**config.mk**
```make
export PLATFORM = sky130hd
export DESIGN_NAME = vx_warp_ibuffer_flat
export DESIGN_NICKNAME = d
export VERILOG_FILES = /design/src/rtl/vx_warp_ibuffer_pkg.sv /design/src/rtl/vx_warp_ibuffer_if.sv /design/src/rtl/vx_warp_ibuffer_fifo.sv /design/src/rtl/vx_warp_ibuffer.sv /design/src/flat_wrapper.sv
export SDC_FILE = /design/constraint.sdc
export NUM_CORES = 1
export LEC_CHECK = 0
export CORE_ASPECT_RATIO = 2
export CORE_MARGIN = 2
export CORE_UTILIZATION = 45
export CTS_CLUSTER_SIZE = 28
export DETAILED_ROUTE_END_ITERATION = 7
export SYNTH_ARGS = -nofsm -noshare
export SYNTH_HDL_FRONTEND = slang
export SYNTH_SLANG_ARGS = --single-unit
```
**constraint.sdc**
```tcl
create_clock -name clk -period 9.3 [get_ports clk]
set_input_delay 0.93 -clock clk [delete_from_list [all_inputs] [get_ports clk]]
set_output_delay 0.93 -clock clk [all_outputs]
set_load 0.05 [all_outputs]
```
**src/rtl/vx_warp_ibuffer_pkg.sv**
```systemverilog
// Shared decoded-instruction payload layout for the issue buffer and scoreboard.
package vx_warp_ibuffer_pkg;

    localparam int UUID_W    = 6;
    localparam int TMASK_W   = 4;
    localparam int PC_W      = 20;
    localparam int EX_TYPE_W = 2;
    localparam int OP_TYPE_W = 4;
    localparam int OP_ARGS_W = 3;
    localparam int REG_W     = 6;

    typedef struct packed {
        logic [UUID_W-1:0]    uuid;
        logic [TMASK_W-1:0]   tmask;
        logic [PC_W-1:0]      pc;
        logic [EX_TYPE_W-1:0] ex_type;
        logic [OP_TYPE_W-1:0] op_type;
        logic [OP_ARGS_W-1:0] op_args;
        logic                 wb;
        logic [REG_W-1:0]     rd;
        logic [REG_W-1:0]     rs1;
        logic [REG_W-1:0]     rs2;
        logic [REG_W-1:0]     rs3;
    } ibuf_payload_t;

    localparam int IBUF_DATAW = $bits(ibuf_payload_t);

endpackage

```
**src/rtl/vx_warp_ibuffer_if.sv**
```systemverilog
// Decode-side push bus and per-warp head/status bus of the warp instruction buffer.
interface vx_warp_ibuffer_if
    import vx_warp_ibuffer_pkg::*;
#(
    parameter int NUM_WARPS = 4,
    parameter int DATAW     = IBUF_DATAW
);
    localparam int WIDW = $clog2(NUM_WARPS);

    logic                                decode_valid;
    logic [WIDW-1:0]                     decode_wid;
    logic [DATAW-1:0]                    decode_data;
    logic                                decode_ready;
    logic [NUM_WARPS-1:0]                ibuf_valid;
    logic [NUM_WARPS-1:0][DATAW-1:0]     ibuf_data;
    logic [NUM_WARPS-1:0]                ibuf_ready;
    logic [NUM_WARPS-1:0]                warp_full;
    logic [NUM_WARPS-1:0]                warp_empty;

    modport master (
        output decode_valid, decode_wid, decode_data, ibuf_ready,
        input  decode_ready, ibuf_valid, ibuf_data, warp_full, warp_empty
    );

    modport slave (
        input  decode_valid, decode_wid, decode_data, ibuf_ready,
        output decode_ready, ibuf_valid, ibuf_data, warp_full, warp_empty
    );

endinterface

```
**src/rtl/vx_warp_ibuffer_fifo.sv**
```systemverilog
// Single-warp circular FIFO with occupancy count; head is read straight from storage.
module vx_warp_ibuffer_fifo #(
    parameter int DEPTH = 4,
    parameter int DATAW = 64
) (
    input  logic             clk,
    input  logic             reset,
    input  logic             i_push,
    input  logic [DATAW-1:0] i_data,
    input  logic             i_pop,
    output logic             o_valid,
    output logic [DATAW-1:0] o_data,
    output logic             o_full,
    output logic             o_empty
);
    localparam int PTRW = $clog2(DEPTH);
    localparam int CNTW = PTRW + 1;

    logic [DATAW-1:0] r_mem [DEPTH];
    logic [PTRW-1:0]  r_rd_ptr;
    logic [PTRW-1:0]  r_wr_ptr;
    logic [CNTW-1:0]  r_count;
    logic             w_push;
    logic             w_pop;

    assign o_full  = (r_count == CNTW'(DEPTH));
    assign o_empty = (r_count == '0);
    assign o_valid = ~o_empty;
    assign o_data  = r_mem[r_rd_ptr];

    // Full blocks a push even when a pop happens in the same cycle.
    assign w_push = i_push & ~o_full;
    assign w_pop  = i_pop & o_valid;

    always_ff @(posedge clk) begin
        if (reset) begin
            r_rd_ptr <= '0;
            r_wr_ptr <= '0;
            r_count  <= '0;
        end else begin
            if (w_push) r_wr_ptr <= r_wr_ptr + 1'b1;
            if (w_pop)  r_rd_ptr <= r_rd_ptr + 1'b1;
            case ({w_push, w_pop})
                2'b10:   r_count <= r_count + 1'b1;
                2'b01:   r_count <= r_count - 1'b1;
                default: r_count <= r_count;
            endcase
        end
    end

    // Storage has no reset; stale entries are unreachable once the pointers clear.
    always_ff @(posedge clk) begin
        if (w_push) r_mem[r_wr_ptr] <= i_data;
    end

    always_ff @(posedge clk) begin
        if (!reset) begin
            assert (r_count <= CNTW'(DEPTH))
            else $error("ibuf fifo occupancy %0d exceeds depth %0d", r_count, DEPTH);
        end
    end

endmodule

```
**src/rtl/vx_warp_ibuffer.sv**
```systemverilog
// Per-warp instruction buffer: routes decoded instructions into one FIFO per warp.
module vx_warp_ibuffer
    import vx_warp_ibuffer_pkg::*;
#(
    parameter int NUM_WARPS = 4,
    parameter int DEPTH     = 4,
    parameter int DATAW     = IBUF_DATAW
) (
    input  logic                    clk,
    input  logic                    reset,
    vx_warp_ibuffer_if.slave        ibuf_if
);
    localparam int WIDW = $clog2(NUM_WARPS);

    logic [NUM_WARPS-1:0]            w_push;
    logic [NUM_WARPS-1:0]            w_valid;
    logic [NUM_WARPS-1:0]            w_full;
    logic [NUM_WARPS-1:0]            w_empty;
    logic [NUM_WARPS-1:0][DATAW-1:0] w_data;
    logic                            w_decode_ready;

    assign w_decode_ready      = ~w_full[ibuf_if.decode_wid];
    assign ibuf_if.decode_ready = w_decode_ready;
    assign ibuf_if.ibuf_valid   = w_valid;
    assign ibuf_if.ibuf_data    = w_data;
    assign ibuf_if.warp_full    = w_full;
    assign ibuf_if.warp_empty   = w_empty;

    for (genvar w = 0; w < NUM_WARPS; w++) begin : g_warp
        assign w_push[w] = ibuf_if.decode_valid & w_decode_ready &
                           (ibuf_if.decode_wid == WIDW'(w));

        vx_warp_ibuffer_fifo #(
            .DEPTH (DEPTH),
            .DATAW (DATAW)
        ) u_fifo (
            .clk     (clk),
            .reset   (reset),
            .i_push  (w_push[w]),
            .i_data  (ibuf_if.decode_data),
            .i_pop   (ibuf_if.ibuf_ready[w]),
            .o_valid (w_valid[w]),
            .o_data  (w_data[w]),
            .o_full  (w_full[w]),
            .o_empty (w_empty[w])
        );
    end

endmodule

```
**src/flat_wrapper.sv**
```systemverilog
// flat-port wrapper written by rule: the top's interface ports become plain ports
module vx_warp_ibuffer_flat import vx_warp_ibuffer_pkg::*;
#(
    parameter int NUM_WARPS = 4,
    parameter int DEPTH     = 4,
    parameter int DATAW     = IBUF_DATAW
)
  (clk, reset, ibuf_if_decode_valid, ibuf_if_decode_wid, ibuf_if_decode_data, ibuf_if_ibuf_ready, ibuf_if_decode_ready, ibuf_if_ibuf_valid, ibuf_if_ibuf_data, ibuf_if_warp_full, ibuf_if_warp_empty);
  vx_warp_ibuffer_if #(.NUM_WARPS(NUM_WARPS), .DATAW(DATAW)) ibuf_if_i ();
  input  logic clk;
  input  logic reset;
  input wire logic [$bits(ibuf_if_i.decode_valid)-1:0] ibuf_if_decode_valid;
  input wire logic [$bits(ibuf_if_i.decode_wid)-1:0] ibuf_if_decode_wid;
  input wire logic [$bits(ibuf_if_i.decode_data)-1:0] ibuf_if_decode_data;
  input wire logic [$bits(ibuf_if_i.ibuf_ready)-1:0] ibuf_if_ibuf_ready;
  output wire logic [$bits(ibuf_if_i.decode_ready)-1:0] ibuf_if_decode_ready;
  output wire logic [$bits(ibuf_if_i.ibuf_valid)-1:0] ibuf_if_ibuf_valid;
  output wire logic [$bits(ibuf_if_i.ibuf_data)-1:0] ibuf_if_ibuf_data;
  output wire logic [$bits(ibuf_if_i.warp_full)-1:0] ibuf_if_warp_full;
  output wire logic [$bits(ibuf_if_i.warp_empty)-1:0] ibuf_if_warp_empty;
  assign ibuf_if_i.decode_valid = ibuf_if_decode_valid;
  assign ibuf_if_i.decode_wid = ibuf_if_decode_wid;
  assign ibuf_if_i.decode_data = ibuf_if_decode_data;
  assign ibuf_if_i.ibuf_ready = ibuf_if_ibuf_ready;
  assign ibuf_if_decode_ready = ibuf_if_i.decode_ready;
  assign ibuf_if_ibuf_valid = ibuf_if_i.ibuf_valid;
  assign ibuf_if_ibuf_data = ibuf_if_i.ibuf_data;
  assign ibuf_if_warp_full = ibuf_if_i.warp_full;
  assign ibuf_if_warp_empty = ibuf_if_i.warp_empty;
  vx_warp_ibuffer #(.NUM_WARPS(NUM_WARPS), .DEPTH(DEPTH), .DATAW(DATAW)) u_core (.clk(clk), .reset(reset), .ibuf_if(ibuf_if_i));
endmodule
```
==> results of run 1 <==
[state kept, by name, indices dropped and copies added, names as in the netlist, named ones only]
signal	count
u_core.g_warp.u_fifo.r_count	12
u_core.g_warp.u_fifo.r_mem	1024
u_core.g_warp.u_fifo.r_rd_ptr	8
u_core.g_warp.u_fifo.r_wr_ptr	8
[worst paths after layout]
path                                                        endpoint  cells after the start                           startpoint
worst max-delay path                          ibuf_if_ibuf_data[244]                      3                             register
worst min-delay path                                        register                      2  u_core.g_warp[3].u_fifo.r_rd_ptr[1]
worst max register to register  u_core.g_warp[1].u_fifo.r_mem[0][62]                      6   u_core.g_warp[1].u_fifo.r_count[0]
worst min register to register                              register                      2  u_core.g_warp[3].u_fifo.r_rd_ptr[1]
[cell usage after synthesis, drive strengths merged]
cell type,number
nor2,27
edfxtp,1024
o21ai,10
xor2,12
mux2i,3
fa,4
or3,13
mux2,3
nor3,1
nand2b,6
or3b,2
o31ai,4
buf,44
nor4b,1
and4b,1
nand2,5
inv,36
mux4,257
ha,20
clkbuf,29
and2,16
a21oi,14
nand3,4
dfxtp,36
[metrics by stage]
step	hold slack, ps	util (%)
final	487	54.3
after global routing	506	54.3
after CTS	486	54.3
after detailed placement	473	50.8
after global placement	461	50.8
after floorplan	459	-
[per-layer routing]
metal / vias up / part of all wire [%] / track usage (%)
met5: - / 0 / 0
met4: 0 / 2.9 / 7.75
met3: 132 / 5.6 / 3.74
met2: 573 / 52 / 37.0
met1: 9566 / 39 / 26.6
li1: 7370 / - / -
[report_power, final]
group	internal (W)	switching, W
registers	0.00533	0.000176
clock network	0.00211	0.00168
logic	0.00113	0.00188
total	0.00856	0.00374
[logic make-up after synthesis]
family / Yosys count
AOI/OAI and AO/OA: 28
xor gates and xnor gates: 12
adders and majority gates: 24
buffers and inverters: 109
DFF: 1060
muxes: 263
and+or+nand+nor: 76
[worst max-delay path: stages (launching register included)]
cell,delay (ps)
dfxtp_4,790
buf_4,790
mux4_2,660
clkdlybuf4s50_1,740
[layout make-up]
class                   instances  area [µm²]  area share, %
diodes                          1        2.50        0.00539
well taps                    1078        1350           2.90
flip-flops and latches       1060       31500           67.8
inverters                      36         135          0.291
clock buffers                 110        2450           5.28
repair buffers                366        3600           7.75
multi-input cells             403        6910           14.9
clock inverters                56         503           1.08
==> impl_metrics.tcl, run 1 <==
set metrics [dict create \
    cts-root-buf "clkbuf_16" \
    fin_crit_ps 4720 \
    timing.critical_path.fanout_max 36 \
    seq_area_frac_synth_pct 81.0 \
    setup.worst_path.start_class "register" \
    overall_power_after_layout_w 0.0123 \
    min_path_type "register to register" \
    number_of_cells_in_the_design_after_placement 2943 \
    post-synth-top-area-cell "edfxtp_1" \
    layout-drive-gt1-share_pct 21.7 \
    postSynthRegisterBits 1060 \
    die_area_um2 88800 \
    final_critical_path_setup_slack_ps 4580 \
    simple_gate_fraction_of_synth_area_pct 1.10 \
    die_width_um 212 \
    final_hold_viol_count 0 \
    drcViolationCount 0 \
    max_slew.worst_pin.slew_ps 1250 \
    pin_count 342 \
    placement.cell_area_um2 43500 \
    antenna_found_initial 1 \
    status "complete, no violations" \
    rsz_0062_raised_after_global_routing "false" \
    1st_pass_router_iterations 5 \
    vias_in_the_first_global_route 19100 \
    instances_no_fill 3110 \
    setup_total_negative_slack_ps 0 \
    clock_tree.buffer_depth 3 \
    drtIter0Drc 1486 \
    area_growth_pct 19.6 \
    synth_top_family_by_area "multiplexers" \
    timing.critical_path.arrival_ps 3790 \
    syn-instance-count 1572 \
    grt_overflow_total 0 \
    drt-vias-per-instance 5.67 \
    dp_worst_setup_slack_ps 5150 \
    finalCritPeriodShare_pct 50.8 \
    fmax_mhz 212 \
    nFillCells 6519 \
    criticalPathCategory "register to output port" \
    synth.distinct_cells 32 \
    grt_pass1_wl_um 132000 \
    cts_inserted_buffers 92 \
    p_leak_nw 14.3 \
    final_common_cell "edfxtp_1" \
    worst-r2r-setup-slack_ps 6360 \
    synthesis.yosys.warnings 0 \
    cts.hold.buffers_added 0 \
    synth.area.mux_share_pct 15.1 \
    adder_cell_share_of_the_synthesized_area_pct 0.850 \
    timing.critical_path.to_type "output port" \
    insertion_delay_ps 690 \
    syn_area_per_cell_um2 24.7 \
    start_util_pct 45.4 \
    power_per_cell_area_nw_per_um2 265 \
    vdd_drop_max_uv 223 \
    antenna_left 0 \
    number_of_rows_in_the_core_area 152 \
    drv_slew 0 \
    portBuffers 341 \
    gp_congestion 0.727 \
    grt_start_max_net_pins 65 \
    chipHeight_um 419 \
    nets 2056 \
    mappedNetlistArea_um2 38800 \
    synthXorXnorAreaFrac_pct 0.271 \
    drt-total-wl_um 92200 \
    cts_repair_resize_count 0 \
    stdcell_area_um2 46500 \
    grt_util_all_layers_pct 21.2 \
    most-common-layout-cells "edfxtp_1, clkdlybuf4s50_1, mux4_2" \
    synth_top_cells_by_area "edfxtp_1, mux4_2, dfxtp_1, ha_1, buf_2" \
    share_of_the_synthesized_area_in_compound_gates_ao_oa_aoi_oai_pct 0.387 \
    clock-skew-final_ps 27.1 \
    synth_top_area_share_pct 79.2 \
    cp_data_required_time_ps 8370 \
    post_drt_wl_per_cell_um 29.7 \
    cts-htree-levels 3 \
    clk_pin_slew_ps 70 \
    placeableCoreArea_um2 85600 \
    synth.net_count 1669 \
    cts_tree "done" \
    postCtsSetupBuffers 0 \
    normalized_max_slew_margin_pct 16.9 \
    max_cap_violations 0 \
    post-dp-hpwl_um 53800 \
    routed-via-count 17600 \
    setup_violations 0 \
    clock_sinks 1060 \
]
Note: power is estimated with default switching activity, not from simulation.
==> run 2: changes to the inputs <==
PLACE_DENSITY = 0.67   (was default)
clock period = 4.1 ns   (was 9.3 ns; I/O delays follow)
==> run 2 against run 1 <==
Net effect:
- global-route usage fell by 0.41 points
- combinational power rose by 130%
- utilization rose by 0.14 points
- count of clock-buffer cells in the layout rose by 10
- critical endpoint is now ibuf_if_ibuf_data[221]
- largest cell class unchanged
==> impl_metrics.tcl, run 2 (synthesis gave the netlist of run 1 again) <==
set metrics [dict create \
    setup.worst_path.start_class "register" \
    power_per_cell_area_nw_per_um2 597 \
    cts_inserted_buffers 89 \
    grt_start_max_net_pins 65 \
    normalized_max_slew_margin_pct 18.7 \
    largest_reg_flops 1024 \
    grt.busiest_layer "met2" \
    final_hold_viol_count 0 \
    portBuffers 341 \
    1st_pass_router_iterations 5 \
    timing.rr.start "u_core.g_warp[0].u_fifo.r_count[0]" \
    cp_slowest_stage_delay_ps 1000 \
    finalCritPeriodShare_pct 88.3 \
    timing.critical_path.to_type "output port" \
    min_from "ibuf_if_ibuf_ready[0]" \
    clock-skew-final_ps 19.4 \
    p_leak_nw 14.4 \
    gr_layer_usage_met3_pct 3.78 \
    insertion_delay_ps 660 \
    number_of_rows_in_the_core_area 152 \
    chipHeight_um 419 \
    drcViolationCount 0 \
    cts.hold.buffers_added 0 \
    num_antenna_cells 0 \
    min_path_type "input pin to register" \
    cp_data_required_time_ps 3690 \
    die_area_um2 88800 \
    power_frac_comb_pct 25.2 \
    clock_tree.buffer_depth 3 \
    worstPathBufferInverterCount 1 \
    postCtsSetupBuffers 0 \
    rsz_0062_raised_after_global_routing "false" \
    reg_top3 "u_core.g_warp.u_fifo.r_mem (1024), u_core.g_warp.u_fifo.r_count (12)" \
    die_width_um 212 \
    routed-via-count 17600 \
    area_growth_pct 19.9 \
    grtUsageMet2_pct 36.9 \
    nFillCells 6425 \
    grt_overflow_total 0 \
    vias_in_the_first_global_route 18900 \
    met1_usage_pct 26.5 \
    drt-total-wl_um 90900 \
    drt-vias-per-instance 5.65 \
    nets 2069 \
    grt_util_all_layers_pct 20.8 \
    fin_util_pct 54.4 \
    crit_family "flip-flops" \
    max_slew.worst_pin.slew_ps 1220 \
    layout-drive-gt1-share_pct 22.4 \
    grt_pass1_wl_um 131000 \
    cts_repair_resize_count 0 \
    drv_slew 0 \
    setup_violations 0 \
    multiInputGateArea_um2 6910 \
    antenna_left 0 \
    gp_congestion 0.750 \
    antenna_found_initial 1 \
    pin_count 342 \
    start_util_pct 45.4 \
    max_cap_violations 0 \
    netSwitchingFraction_pct 30.8 \
    post_drt_wl_per_cell_um 29.1 \
    fmax_mhz 276 \
    cts-root-buf "clkbuf_16" \
    worstPathCellList "mux4_2 -> clkdlybuf4s50_1" \
    p_switching_w 0.00855 \
    vdd_drop_max_uv 521 \
    criticalPathCategory "register to output port" \
    post-dp-hpwl_um 57300 \
    overall_power_after_layout_w 0.0278 \
    register_area_um2 31500 \
    timing.critical_path.arrival_ps 3210 \
    drtIter0Drc 1540 \
    p_int_w 0.0193 \
    fin_crit_ps 3620 \
    seq_pwr_share_pct 44.9 \
    most-common-layout-cells "edfxtp_1, clkdlybuf4s50_1, mux4_2" \
    status "complete, no violations" \
    slowest_stage "dfxtp_4" \
    power.share.clock_pct 29.9 \
    cts-htree-levels 3 \
    clk_pin_slew_ps 60 \
    final_common_cell "edfxtp_1" \
    timing.critical_path.fanout_max 64 \
    clock_sinks 1060 \
    placeableCoreArea_um2 85600 \
    setup_total_negative_slack_ps 0 \
    largest_register "u_core.g_warp.u_fifo.r_mem" \
    cts_tree "done" \
]
run 2: cell count changes in the layout (fill, tap and decap cells not counted), sizes merged:
cell,delta
clkbuf,+10
clkinvlp,+1
inv,+2
clkinv,-9
bufinv,-3
buf,+16
diode,-1
run 2: final timing paths:
path,to,slack (ps),cells after the start
max,ibuf_if_ibuf_data[221],480,2
min,register,480,4
max reg2reg,u_core.g_warp[0].u_fifo.r_mem[2][56],1470,6
min reg2reg,register,490,2
run 2: per-stage QoR:
stage / std cells / hold WS, ps / instance area [µm²] / setup WS [ps]
after CTS: 3126 / 424 / 46600 / 372
final: 3126 / 476 / 46600 / 480
after global routing: 3126 / 483 / 46600 / 293
after global placement: 2959 / 465 / 43700 / 985
after detailed placement: 2959 / 476 / 43700 / 931
after floorplan: 1572 / 459 / 38800 / 1190
run 2: layer usage:
layer | wire, µm | share of wire, %
met3 | 5050 | 5.6
met1 | 35800 | 39
met2 | 48300 | 53
met4 | 1730 | 1.9
met5 | 0 | 0
run 2: power groups by stage:
| stage | Sequential (W) | Clock, W | Combinational, W |
|---|---|---|---|
| floorplan | 0.0124 | 0 | 0.00497 |
| global placement | 0.0127 | 0 | 0.00706 |
| detailed placement | 0.0127 | 0 | 0.00710 |
| CTS | 0.0125 | 0.00850 | 0.00713 |
| global route | 0.0125 | 0.00889 | 0.00730 |
| finish | 0.0125 | 0.00832 | 0.00701 |
run 2: cell type report:
cell class | instances | area share, %
well taps | 1078 | 2.90
repair buffers | 382 | 8.23
clock inverters | 47 | 0.913
clock buffers | 120 | 5.21
flip-flops and latches | 1060 | 67.6
inverters | 36 | 0.290
multi-input cells | 403 | 14.8
run 2: tightest hold or removal path: stages:
cell and delay (ps):
clkdlybuf4s50_1 430, nand2_1 90, or3_1 90, a21oi_1 70
